### src/rtl/load_store_unit.sv
// rtl/load_store_unit.sv - RISC-V load/store unit over a request/grant data bus
//
// Takes the ALU result as effective address and performs LB/LH/LW/LBU/LHU/SB/SH/SW.
// Optional feature macro: LSU_MISALIGN_TRAP_EN (misaligned half/word accesses fault
// instead of going to the bus; when undefined Misalign is tied 0).
//
// Ports:
//   clk, reset                 clock, asynchronous active-high reset
//   MemRead, MemWrite          load / store request (store wins)
//   Funct3                     access size / signedness
//   ALUResult, WrData          effective address, store data
//   Stall                      holds PC and register-file write while busy
//   RdData                     extended load result (holds between loads)
//   Misalign                   misaligned-access fault pulse
//   bus_req/we/addr/be/wdata   registered bus request
//   bus_gnt, bus_rvalid, bus_rdata  bus responses
module load_store_unit #(
    parameter int DATA_WIDTH = 32
) (
    input  logic                  clk,
    input  logic                  reset,
    input  logic                  MemRead,
    input  logic                  MemWrite,
    input  logic [2:0]            Funct3,
    input  logic [DATA_WIDTH-1:0] ALUResult,
    input  logic [DATA_WIDTH-1:0] WrData,
    output logic                  Stall,
    output logic [DATA_WIDTH-1:0] RdData,
    output logic                  Misalign,
    output logic                  bus_req,
    output logic                  bus_we,
    output logic [DATA_WIDTH-1:0] bus_addr,
    output logic [3:0]            bus_be,
    output logic [DATA_WIDTH-1:0] bus_wdata,
    input  logic                  bus_gnt,
    input  logic                  bus_rvalid,
    input  logic [DATA_WIDTH-1:0] bus_rdata
);

    typedef enum logic [1:0] {IDLE, REQ, WAIT_R, DONE} state_t;

    state_t                state_q;
    logic                  bus_req_q;
    logic                  bus_we_q;
    logic [3:0]            bus_be_q;
    logic [DATA_WIDTH-1:0] bus_addr_q;
    logic [DATA_WIDTH-1:0] bus_wdata_q;
    logic [DATA_WIDTH-1:0] rd_data_q;
    logic [2:0]            funct3_q;
    logic [1:0]            addr_lo_q;

    logic                  access;
    logic [3:0]            be_d;
    logic [DATA_WIDTH-1:0] wdata_d;
    logic [DATA_WIDTH-1:0] load_d;
    logic [7:0]            byte_sel;
    logic [15:0]           half_sel;

    assign access = MemRead | MemWrite;
    assign Stall  = access && (state_q != DONE);

    // Size decode: Funct3[1:0] 00 = byte, 01 = half, anything else = word.
    always_comb begin
        be_d    = 4'b1111;
        wdata_d = WrData;
        case (Funct3[1:0])
            2'b00: begin
                be_d    = 4'b0001 << ALUResult[1:0];
                wdata_d = {4{WrData[7:0]}};
            end
            2'b01: begin
                be_d    = 4'b0011 << {ALUResult[1], 1'b0};
                wdata_d = {2{WrData[15:0]}};
            end
            default: ;
        endcase
    end

    // Lane extraction uses the address offset captured at request time.
    always_comb begin
        byte_sel = bus_rdata[7:0];
        case (addr_lo_q)
            2'd0: byte_sel = bus_rdata[7:0];
            2'd1: byte_sel = bus_rdata[15:8];
            2'd2: byte_sel = bus_rdata[23:16];
            2'd3: byte_sel = bus_rdata[31:24];
            default: ;
        endcase
        half_sel = addr_lo_q[1] ? bus_rdata[31:16] : bus_rdata[15:0];
        load_d   = bus_rdata;
        case (funct3_q[1:0])
            2'b00:   load_d = funct3_q[2] ? {24'b0, byte_sel} : {{24{byte_sel[7]}}, byte_sel};
            2'b01:   load_d = funct3_q[2] ? {16'b0, half_sel} : {{16{half_sel[15]}}, half_sel};
            default: load_d = bus_rdata;
        endcase
    end

`ifdef LSU_MISALIGN_TRAP_EN
    logic fault_d;
    logic misalign_q;
    assign fault_d  = ((Funct3[1:0] == 2'b01) && ALUResult[0]) ||
                      (Funct3[1] && (ALUResult[1:0] != 2'b00));
    assign Misalign = misalign_q;
`else
    assign Misalign = 1'b0;
`endif

    always_ff @(posedge clk or posedge reset) begin
        if (reset) begin
            state_q     <= IDLE;
            bus_req_q   <= 1'b0;
            bus_we_q    <= 1'b0;
            bus_be_q    <= 4'b0;
            bus_addr_q  <= '0;
            bus_wdata_q <= '0;
            rd_data_q   <= '0;
            funct3_q    <= 3'b0;
            addr_lo_q   <= 2'b0;
`ifdef LSU_MISALIGN_TRAP_EN
            misalign_q  <= 1'b0;
`endif
        end else begin
            case (state_q)
                IDLE: begin
`ifdef LSU_MISALIGN_TRAP_EN
                    if (access && fault_d) begin
                        misalign_q <= 1'b1;
                        state_q    <= DONE;
                    end else
`endif
                    if (access) begin
                        bus_req_q   <= 1'b1;
                        bus_we_q    <= MemWrite;
                        bus_be_q    <= be_d;
                        bus_addr_q  <= {ALUResult[DATA_WIDTH-1:2], 2'b00};
                        bus_wdata_q <= wdata_d;
                        funct3_q    <= Funct3;
                        addr_lo_q   <= ALUResult[1:0];
                        state_q     <= REQ;
                    end
                end
                REQ: begin
                    if (bus_gnt) begin
                        bus_req_q <= 1'b0;
                        state_q   <= bus_we_q ? DONE : WAIT_R;
                    end
                end
                WAIT_R: begin
                    if (bus_rvalid) begin
                        rd_data_q <= load_d;
                        state_q   <= DONE;
                    end
                end
                DONE: begin
`ifdef LSU_MISALIGN_TRAP_EN
                    misalign_q <= 1'b0;
`endif
                    state_q    <= IDLE;
                end
                default: state_q <= IDLE;
            endcase
        end
    end

    assign bus_req   = bus_req_q;
    assign bus_we    = bus_we_q;
    assign bus_be    = bus_be_q;
    assign bus_addr  = bus_addr_q;
    assign bus_wdata = bus_wdata_q;
    assign RdData    = rd_data_q;

endmodule

### config.mk
export PLATFORM = sky130hd
export DESIGN_NAME = load_store_unit
export DESIGN_NICKNAME = d
export VERILOG_FILES = /design/src/rtl/load_store_unit.sv
export SDC_FILE = /design/constraint.sdc
export NUM_CORES = 1
export LEC_CHECK = 0
export BUFFER_PORTS_ARGS = -buffer_cell sky130_fd_sc_hd__buf_2
export CAP_MARGIN = 40
export CORE_ASPECT_RATIO = 1.75
export CORE_MARGIN = 1
export CORE_UTILIZATION = 54
export CTS_BUF_LIST = sky130_fd_sc_hd__clkbuf_4
export CTS_CLUSTER_DIAMETER = 200
export DETAILED_ROUTE_END_ITERATION = 6
export PLACE_DENSITY_LB_ADDON = 0.3
export REMOVE_ABC_BUFFERS = 1
export SYNTH_ARGS = -nofsm -noshare
export SYNTH_HDL_FRONTEND = slang
export SYNTH_SLANG_ARGS = --single-unit
### constraint.sdc
create_clock -name clk -period 8.24 [get_ports clk]
set_input_delay 1.648 -clock clk [delete_from_list [all_inputs] [get_ports clk]]
set_output_delay 1.648 -clock clk [all_outputs]
set_load 0.05 [all_outputs]
==> flow_summary.ini <==
[yosys]
ys.flop_type = dfrtp_1
synthCells = 468
synth_edf_count = 0
synth_area_sq_um = 5040
ys_async_sr_fraction_pct = 100
netlist.area_leader.share_pct = 53.1
synth_area_leader_cell = dfrtp_1
ys_types = 39
yosys_warnings = 0
synth_seq_area_share_pct = 53.1
yosys-top-cells-area = dfrtp_1, mux2_2, mux2i_1
ys_ff_latch = 107
synth_area_per_cell_sq_um = 10.8

[finish]
areaGrowthSynthToFinish_pct = 25.0
drive_gt1_share_pct = 43.7
nFillCells = 726
stdcell_area_sq_um = 6300
n_antenna_cell = 0
nets = 768
final_cell_mix = buf_2, dfrtp_1, nand2_1
layout_commonest_cell = buf_2

[worst_setup_path]
crit_buf_inv = 2
worst-path-stages = 4
criticalPathCategory = in -> out
startpoint = MemWrite
worstPathArrival_ns = 2.30
r2r_end = bus_wdata[2]
worstPathCellList = buf_2 > nor2_1 > nor2_1 > buf_2
ff2ff_setup_slack_ns = 5.89
reg2reg_depth = 5
path_delay_family = buffers and inverters
slowest_stage = nor2_1
end_kind = output port
max_stage_delay_ns = 0.22
r2r-start = state_q[1]
crit_path_max_fanout = 4
start_kind = input port
required_ns = 6.59

[timing]
rsz0062_at_grt = false
slew_violations = 0
setup_viol_count_final = 0
finalCritPeriodShare_pct = 47.9
setup_tns_ns = 0
worst_slack_ns = 4.29
worstMarginPinSlew_ns = 0.845
fin_skew_ns = 0.0146
fmaxAchievable_ghz = 0.253
timing.final.hold_violations = 0
relSlewSlack_pct = 43.6
timing.final.crit_period_ns = 3.95

[global_routing]
grt_max_degree = 79
grt_pass1_wl_mm = 19.0
antenna_found_initial = 0
gr-usage-all-layers_pct = 25.6
first_global_vias = 4126
grt_remaining_overflow = 0

[clock_tree]
htreeDepth = 3
clkTransAtPathRegs_ns = 0.17
insertion_delay_ns = 0.45
cts_buffers = 9
root_buffer = clkbuf_4
cts_sinks = 107
tritoncts = yes
ctsHoldBuffers = 0
cts_max_path_buffers = 2
post_cts_resized = 0
post_cts_buffers = 0

[die]
core_sq_um = 9040
io_pins = 209
rows = 46
initial_core_util_pct = 55.8
die_area_sq_um = 9750
dieHeight_microns = 130
die-width_microns = 75.1

[routing]
wl_per_cell_microns = 15.5
drt_iter0_drc = 198
drc_errors = 0
routed_wl_mm = 12.1
via_count = 4207
dr.pass1.iters = 4
viasPerCell = 5.37
postRouteAntennaNets = 0

[placement]
place.gp.congestion = 0.765
postPlaceCellArea_sq_um = 6130
dpl.hpwl_mm = 8.85
post-place-ws_ns = 4.32
portBuffers = 205

[worst_hold_path]
holdCritPathClass = reg -> reg
holdPathStages = 2
hold_end = bus_be[2]
hp-start = bus_be[2]

[outcome]
status = complete, no violations

[run]
max_cap_violations = 0
## per-stage QoR
step,std cells,utilization [%],hold WS (ns)
after CTS,783,69.7,0.503
after detailed placement,767,67.8,0.466
after global routing,783,69.7,0.535
final,783,69.7,0.495
after floorplan,437,-,0.554
after global placement,765,67.5,0.456
## worst max-delay path by stage
stage / endpoint / slack, ns
2_1_floorplan: addr_lo_q[0] / 0.16
3_3_place_gp: Stall / 4.36
3_5_place_dp: Stall / 4.32
4_1_cts: Stall / 4.31
5_1_grt: Stall / 4.22
6_report: Stall / 4.29
## worst reg2reg max path: stages, from the launching register on
cell and delay, ns:
dfrtp_1 0.44, inv_1 0.10, ha_1 0.27, o21ai_4 0.27, buf_4 0.73, mux2_2 0.44
## sequential cells by signal (all words and copies together) (netlist names)
signal,count
state_q,2
addr_lo_q,2
bus_addr,30
funct3_q,3
bus_be,4
bus_we,1
bus_req,1
bus_wdata,32
RdData,32
## Yosys cell counts, drive strengths merged (3+ instances only)
library cell / number
buf: 20
a21oi: 48
or3: 7
dfrtp: 107
mux2: 43
nand2b: 15
ha: 5
inv: 7
nor2: 35
nor2b: 3
o22a: 6
clkbuf: 13
nor4: 3
nand2: 55
mux2i: 35
nand3: 6
o21ai: 48
## logic make-up (layout without fill, tap and decap cells)
| family | count (synthesis) | count (layout) | synth area share [%] |
|---|---|---|---|
| compound gates | 110 | 110 | 13.0 |
| fa+ha+maj | 5 | 5 | 1.24 |
| buf+inv | 40 | 233 | 3.80 |
| flops | 107 | 107 | 53.1 |
| mux | 78 | 78 | 17.1 |
| other cells | 1 | 3 | 0.0744 |
| simple gates | 127 | 127 | 11.7 |
## final cells by class
type	instances	area, sq um	area share, %
flip-flops and latches	107	2680	42.5
clock inverters	7	106	1.69
well taps	120	150	2.38
clock buffers	9	67.6	1.07
multi-input cells	323	2190	34.8
inverters	7	28.8	0.457
repair buffers	210	1080	17.1
## per-layer routing
layer | vias up | part of all wire (%) | GRT usage (%)
met1 | 2010 | 38 | 29.4
met5 | - | 0 | 0
li1 | 1994 | - | -
met2 | 188 | 53 | 44.9
met3 | 15 | 7.5 | 6.64
met4 | 0 | 1.3 | 9.54
Power is not shown: default switching activity piles up to over one toggle a cycle in this logic, so the estimate is an artifact.
